$ cat src/rtl/alu_arbiter.sv
// alu_arbiter: round-robin arbiter sharing one alu_16 between two requesters.
// One operation in flight; FSM IDLE -> ISSUE -> WAIT -> RESP.
// Optional build macro ARB_TIMEOUT_EN adds a WAIT-state abort after TIMEOUT_CYCLES.
module alu_arbiter #(
    parameter int unsigned TIMEOUT_CYCLES = 64
) (
    input  logic        clk,
    input  logic        reset,
    input  logic        req0,
    input  logic        req1,
    input  logic [2:0]  op0,
    input  logic [2:0]  op1,
    input  logic [15:0] a0,
    input  logic [15:0] b0,
    input  logic [15:0] a1,
    input  logic [15:0] b1,
    output logic        gnt0,
    output logic        gnt1,
    output logic        rsp_valid0,
    output logic        rsp_valid1,
    output logic [15:0] rsp_data,
    output logic        rsp_err,
    output logic        alu_start,
    output logic [2:0]  alu_opcode,
    output logic [15:0] alu_a,
    output logic [15:0] alu_b,
    input  logic [15:0] alu_result,
    input  logic        alu_done
);

    localparam int unsigned DW  = 16;
    localparam int unsigned OPW = 3;

    typedef enum logic [1:0] {
        S_IDLE  = 2'd0,
        S_ISSUE = 2'd1,
        S_WAIT  = 2'd2,
        S_RESP  = 2'd3
    } state_t;

    state_t          state_q, state_d;
    logic [OPW-1:0]  op_q, op_d;
    logic [DW-1:0]   a_q, a_d, b_q, b_d;
    logic [DW-1:0]   rsp_data_q, rsp_data_d;
    logic            rsp_err_q, rsp_err_d;
    logic            gnt0_q, gnt0_d, gnt1_q, gnt1_d;
    logic            rv0_q, rv0_d, rv1_q, rv1_d;
    logic            start_q, start_d;
    logic            win_q, win_d;
    logic            last_q, last_d;
    logic            win_sel_c;
    logic            timeout_c;

    // Round-robin pick: a tie goes to the requester not granted last.
    assign win_sel_c = (req0 & req1) ? ~last_q : req1;

`ifdef ARB_TIMEOUT_EN
    localparam int unsigned CNT_W = $clog2(TIMEOUT_CYCLES + 1);

    logic [CNT_W-1:0] cnt_q, cnt_d;

    // WAIT-cycle counter; held at zero outside WAIT so it clears on entry.
    always_comb begin
        cnt_d = '0;
        if (state_q == S_WAIT) begin
            cnt_d = cnt_q + CNT_W'(1);
        end
    end

    // Counter register.
    always_ff @(posedge clk) begin
        if (reset) begin
            cnt_q <= '0;
        end else begin
            cnt_q <= cnt_d;
        end
    end

    assign timeout_c = (cnt_q == CNT_W'(TIMEOUT_CYCLES - 1));
`else
    logic unused_cfg;
    assign unused_cfg = ^TIMEOUT_CYCLES;
    assign timeout_c  = 1'b0;
`endif

    // State and registered outputs.
    always_ff @(posedge clk) begin
        if (reset) begin
            state_q    <= S_IDLE;
            op_q       <= '0;
            a_q        <= '0;
            b_q        <= '0;
            rsp_data_q <= '0;
            rsp_err_q  <= 1'b0;
            gnt0_q     <= 1'b0;
            gnt1_q     <= 1'b0;
            rv0_q      <= 1'b0;
            rv1_q      <= 1'b0;
            start_q    <= 1'b0;
            win_q      <= 1'b0;
            last_q     <= 1'b1;
        end else begin
            state_q    <= state_d;
            op_q       <= op_d;
            a_q        <= a_d;
            b_q        <= b_d;
            rsp_data_q <= rsp_data_d;
            rsp_err_q  <= rsp_err_d;
            gnt0_q     <= gnt0_d;
            gnt1_q     <= gnt1_d;
            rv0_q      <= rv0_d;
            rv1_q      <= rv1_d;
            start_q    <= start_d;
            win_q      <= win_d;
            last_q     <= last_d;
        end
    end

    // Next-state logic.
    always_comb begin
        state_d = state_q;
        case (state_q)
            S_IDLE:  if (req0 | req1) state_d = S_ISSUE;
            S_ISSUE: state_d = op_q[2] ? S_RESP : S_WAIT;
            S_WAIT:  if (alu_done | timeout_c) state_d = S_RESP;
            S_RESP:  state_d = S_IDLE;
            default: state_d = S_IDLE;
        endcase
    end

    // Output/datapath next values; pulses are loaded one edge ahead of their state.
    always_comb begin
        gnt0_d     = 1'b0;
        gnt1_d     = 1'b0;
        rv0_d      = 1'b0;
        rv1_d      = 1'b0;
        start_d    = 1'b0;
        op_d       = op_q;
        a_d        = a_q;
        b_d        = b_q;
        rsp_data_d = rsp_data_q;
        rsp_err_d  = rsp_err_q;
        win_d      = win_q;
        last_d     = last_q;
        case (state_q)
            S_IDLE: begin
                if (req0 | req1) begin
                    win_d   = win_sel_c;
                    last_d  = win_sel_c;
                    op_d    = win_sel_c ? op1 : op0;
                    a_d     = win_sel_c ? a1  : a0;
                    b_d     = win_sel_c ? b1  : b0;
                    gnt0_d  = ~win_sel_c;
                    gnt1_d  = win_sel_c;
                    start_d = ~op_d[2];
                end
            end
            S_ISSUE: begin
                if (op_q[2]) begin
                    rsp_data_d = '0;
                    rsp_err_d  = 1'b1;
                    rv0_d      = ~win_q;
                    rv1_d      = win_q;
                end
            end
            S_WAIT: begin
                if (alu_done) begin
                    rsp_data_d = alu_result;
                    rsp_err_d  = 1'b0;
                    rv0_d      = ~win_q;
                    rv1_d      = win_q;
                end else if (timeout_c) begin
                    rsp_data_d = '0;
                    rsp_err_d  = 1'b1;
                    rv0_d      = ~win_q;
                    rv1_d      = win_q;
                end
            end
            default: ;
        endcase
    end

    assign gnt0       = gnt0_q;
    assign gnt1       = gnt1_q;
    assign rsp_valid0 = rv0_q;
    assign rsp_valid1 = rv1_q;
    assign rsp_data   = rsp_data_q;
    assign rsp_err    = rsp_err_q;
    assign alu_start  = start_q;
    assign alu_opcode = op_q;
    assign alu_a      = a_q;
    assign alu_b      = b_q;

endmodule

$ cat config.mk
export PLATFORM = sky130hd
export DESIGN_NAME = alu_arbiter
export DESIGN_NICKNAME = d
export VERILOG_FILES = /design/src/rtl/alu_arbiter.sv
export SDC_FILE = /design/constraint.sdc
export NUM_CORES = 1
export LEC_CHECK = 0
export CAP_MARGIN = 20
export CORE_MARGIN = 4
export CORE_UTILIZATION = 56
export CTS_BUF_LIST = sky130_fd_sc_hd__clkbuf_8
export DETAILED_ROUTE_END_ITERATION = 10
export DONT_BUFFER_PORTS = 1
export PLACE_DENSITY = 0.71
export SYNTH_ARGS = -nofsm -noshare
export SYNTH_HDL_FRONTEND = slang
export SYNTH_SLANG_ARGS = --single-unit
$ cat constraint.sdc
create_clock -name clk -period 2.5 [get_ports clk]
set_clock_uncertainty 0.15 [all_clocks]
set_input_delay 0.125 -clock clk [delete_from_list [all_inputs] [get_ports clk]]
set_output_delay 0.125 -clock clk [all_outputs]
set_load 0.02 [all_outputs]
**Word level (Yosys, flattened, before mapping)**

Cells that the tools add are included.

- Memory bits (read-only): 0
- Register bits after elaboration: 61
- Word-level logic and storage cells: 53
- RAM bits: 0
- Latch bits: 0
- Memories kept: 0
- Bits of input ports: 91

- Shift operators: 0
- Multiplexer cells: 20
- $add $sub $neg: 0
- Reduce and logical (&&, ||, !) cells: 6
- Order comparisons: 0
- Eq/ne operators: 6
- Divide/modulo/power cells: 0
- $mul: 0
- Bitwise logic cells: 8

Operators with widths:

| operator | number |
|---|---|
| $mux 16 | 4 |
| $pmux 16 s2 | 1 |
| $mux 1 | 8 |
| $pmux 2 s4 | 1 |
| $ne 2x2->1 const B | 3 |
| $not 1->1 | 6 |
| $pmux 1 s2 | 3 |
| $eq 2x2->1 const B | 2 |
| $mux 2 | 2 |
| $reduce_and 2->1 | 2 |
| $mux 3 | 1 |
| $reduce_and 3->1 | 1 |
| $reduce_or 3->1 | 1 |
| $eq 2x1->1 const B | 1 |
| $logic_not 2->1 | 1 |
| $reduce_bool 2->1 | 1 |
| $and 1x1->1 | 1 |
| $or 1x1->1 | 1 |

**Longest topological paths before layout**

- Depth after elaboration: 4
- Gate-level depth with buffers: 8
- Mapped depth without buffers: 5

**Worst setup path after synthesis**

OpenSTA, ideal clock, no wires.

- Path kind: register to register
- From: register state_q[0]
- To: register rsp_data_q[0], in the netlist rsp_data[0]
- Path buffers: 2
- Setup slack: 0.787 ns
- Stages on the path, launching flop included: 8
- Arrival: 1.493 ns
- Path through: dfxtp_1 inv_1 ha_1 buf_2 mux2i_1 clkbuf_1 o21ai_0 a21oi_1

- Word-level cells in the longest chain between the ends: 3

Ends and longest elaborated chain:

| what | line | source |
|---|---|---|
| start, declared | 41 | `state_t state_q, state_d;` |
| start signal, assigned | 103 | `state_q <= state_d;` |
| $eq 2x1->1 / $eq 2x2->1 (equally long branches) | 145 | `case (state_q)` |
| $ne 2x2->1 (no source line) / $reduce_bool 2->1 (equally long branches) | n/a |  |
| $reduce_and 3->1 (no source line) | n/a |  |
| end signal, assigned | 107 | `rsp_data_q <= rsp_data_d;` |
| end, declared | 44 | `logic [DW-1:0] rsp_data_q, rsp_data_d;` |

Several ways; a longest one is shown, not always the timed one.
A chain may end at the register's enable or synchronous reset.

**Worst setup path after layout**

- From: register state_q[0]
- To: register rsp_data_q[12], in the netlist rsp_data[12]

The elaborated chain is that of the path after synthesis.

==> parameters.txt <==
Parameter                              Value

Global routing
  Total global routing track utilization    0.3160
  Number of antenna violations at the first check in global routing    0
  Via count of the first global-routing pass    just under 3000
  Pin count of the biggest net entering global routing    between 60 and 70
  First-pass GRT wire length    ~15000 um
  Congestion Overflow GR    0

Clocking
  CTS HTree Levels    3
  Clock tree from TritonCTS    yes
  Clock tree root driver cell    sky130_fd_sc_hd__clkbuf_8
  Count of clock tree sinks    61
  Clock slew at reported path FFs    ~70 ps
  Clk Latency, worst-skew pair    ~330 ps
  Clock Path Buffers    2
  Total CTS buffers    9

Timing
  Max-slew violation count    0
  Achievable clock frequency    approximately 430 MHz
  Clock period minus worst slack    between 2000 and 2500 ps
  Number of failing setup endpoints in the final timing report    0
  Unrepaired setup endpoints after global routing    false
  Number of failing hold endpoints at the final stage    0
  Worst-case headroom to the max-slew limit    0.3095
  Setup Total Neg Slack    0 ps
  Actual transition at the worst max-transition pin    between 1000 and 1500 ps
  Final worst path period share    0.9344

Logic synthesis
  Synthesized Nets    about 420
  Number of instances in the synthesized netlist    321
  Main synth FF type    sky130_fd_sc_hd__dfxtp_1
  Number of synthesized flops with an enable pin    0
  Proportion of synthesized chip area in sequential cells    0.4626
  Synthesized cell area    about 0.0026 mm2
  Number of synthesized register bits    between 60 and 70
  Distinct cell type count after synthesis    30
  Synth warn    0
  Per-instance average area after synthesis    8.224 um2
  Share of flip-flops with an asynchronous set or reset after synthesis    0

Status
  Run status    complete, no violations

Route
  Total vias in the final route    around 2900
  Number of detailed-route iterations in the first pass    5
  Detail Route Antenna Nets    0
  Drt via density    approximately 6.3
  Overall routed net length    roughly 9300 um
  Routed wire length per instance    20.08 um
  DRC violations left    0
  Initial detailed-routing violation count    295

Floorplanning
  Row count    24
  Die Y-Extent    about 77 um
  Area of the placeable core    about 0.0044 mm2
  Die Area    slightly below 0.006 mm2
  Number of ports placed on the die boundary    148
  Starting Density    0.5940
  Die width    roughly 77 um

Placement
  Dpl cells    around 350
  Routability congestion estimate from global placement    roughly 0.78
  Port Buffers    0
  Post-DP HPWL    4569 um

Worst hold path
  Tightest Hold Check Type    input pin to flip-flop

Cells and area
  Fraction of layout instances using a drive strength above 1    0.08068
  Area taken by flip-flops and latches    roughly 0.0012 mm2
  Finished Layout Cells    462
  Most frequent standard cell in the layout excluding fill and tap cells    sky130_fd_sc_hd__dlygate4sd3_1
  Layout Area Growth over Synthesis    43.79%
  Commonest cells after routing, fill and taps aside    93 x sky130_fd_sc_hd__dlygate4sd3_1, 61 x sky130_fd_sc_hd__dfxtp_1, 55 x sky130_fd_sc_hd__a21oi_1
  Net count of the finished layout    between 400 and 500
  Count of fill cells added during filler insertion    between 200 and 250
  Multi-input logic area    0.001254 mm2

Setup path
  Startpoint types    flip-flop
  Endpoint kind of the worst setup timing path    flip-flop
  Critical path class    flip-flop to flip-flop
  Arrival time worst endpoint    around 2500 ps
  Critical-path maximum fanout    20
  CP Data Required Time    between 2000 and 3000 ps

Pwr
  Total power per unit cell area    roughly 1100 mW/mm2
  Leakage    roughly 1.5 nW
  Maximum resistive drop on vdd    0.8187 mV

Flow run
  Reported max-cap violation count    0
layer usage:
| metal | track usage | up-vias | part of all wire |
|---|---|---|---|
| li1 | - | 1305 | - |
| met1 | 0.3629 | 1351 | 0.35 |
| met2 | 0.5314 | 224 | 0.51 |
| met3 | 0.09368 | 26 | 0.11 |
| met4 | 0.1594 | 0 | 0.028 |
| met5 | 0 | - | 0 |
critical path, cell delays in order, from the launching register on:
cell                            delay, ps
sky130_fd_sc_hd__dfxtp_1              310
sky130_fd_sc_hd__inv_1                140
sky130_fd_sc_hd__ha_1                 190
sky130_fd_sc_hd__buf_4                230
sky130_fd_sc_hd__mux2_2               380
sky130_fd_sc_hd__nand4_1              140
sky130_fd_sc_hd__dlygate4sd3_1        590
sky130_fd_sc_hd__a21oi_1              140
cells in the mapped netlist, types with 2 or more instances:
library cell	n	area [um2]
sky130_fd_sc_hd__a211oi_1	35	262.8
sky130_fd_sc_hd__a21oi_1	55	275.3
sky130_fd_sc_hd__buf_1	2	7.510
sky130_fd_sc_hd__buf_2	12	60.06
sky130_fd_sc_hd__buf_4	5	37.54
sky130_fd_sc_hd__buf_6	2	22.52
sky130_fd_sc_hd__clkbuf_1	10	37.54
sky130_fd_sc_hd__dfxtp_1	61	1221
sky130_fd_sc_hd__ha_1	4	50.05
sky130_fd_sc_hd__inv_1	3	11.26
sky130_fd_sc_hd__mux2i_1	3	30.03
sky130_fd_sc_hd__nand2_1	38	142.6
sky130_fd_sc_hd__nand2b_1	2	12.51
sky130_fd_sc_hd__nand4_1	16	100.1
sky130_fd_sc_hd__nor2_1	39	146.4
sky130_fd_sc_hd__nor2b_1	2	12.51
sky130_fd_sc_hd__nor3_1	2	10.01
sky130_fd_sc_hd__o21ai_0	17	85.08
sky130_fd_sc_hd__or2_2	2	12.51
cell families (layout without fill, tap and decap cells):
| kind of cell | Yosys count | after routing | synth area share |
|---|---|---|---|
| other | 0 | 1 | 0 |
| AOI/OAI and AO/OA | 115 | 115 | 0.2654 |
| muxes | 4 | 4 | 0.01564 |
| adders and majority gates | 4 | 4 | 0.01896 |
| DFF | 61 | 61 | 0.4626 |
| and+or+nand+nor | 103 | 103 | 0.1706 |
| buffers and inverters | 34 | 122 | 0.06683 |
path summary, 6_finish.rpt:
kind / startpoint / end / slack [ps] / cells after the start
max reg2reg: state_q[0] / rsp_data[12] / 160 / 7
min reg2reg: win_q / rsp_valid0 / 300 / 1
max: state_q[0] / rsp_data[12] / 160 / 7
min: req0 / alu_b[7] / 40 / 3
state kept, by name, indices dropped and copies added (netlist names), 2 cells and up:
signal      cells
alu_a          16
alu_b          16
rsp_data       16
state_q         2
alu_opcode      3
metrics by stage:
step           setup WS, ps  cell area, um2    util  power [mW]  hold slack, ps
6_report              163.9            3796  0.8542       4.101           39.48
5_1_grt               21.87            3794  0.8536       4.357           57.96
4_1_cts               121.1            3760  0.8460       3.925           32.11
3_5_place_dp          428.9            2610  0.5873       2.881           51.11
3_3_place_gp          459.1            2610  0.5873       2.866           50.01
2_1_floorplan         786.7            2640       -       2.646           116.0
power by group:
part	switching [mW]	internal [mW]	leakage [nW]
Clock	0.374	0.477	0.107
Sequential	0.473	1.23	0.502
Combinational	0.894	0.657	0.888
Total	1.74	2.36	1.50
cell type report:
| type | count | area share |
|---|---|---|
| Antenna cell | 1 | 0.0006592 |
| Clock buffer | 10 | 0.03626 |
| Clock inverter | 6 | 0.01417 |
| Inverter | 3 | 0.002966 |
| Multi-Input combinational cell | 226 | 0.3303 |
| Sequential cell | 61 | 0.3217 |
| Tap cell | 52 | 0.01714 |
| Timing Repair Buffer | 103 | 0.2769 |
repair_timing:
action,CTS,global route
resized for setup,0,3
endpoints found under the hold margin,61,0
endpoints found under the setup margin,0,9
setup buffers,0,3
hold buffers,94,0
Power figures use the tool's default switching activity.
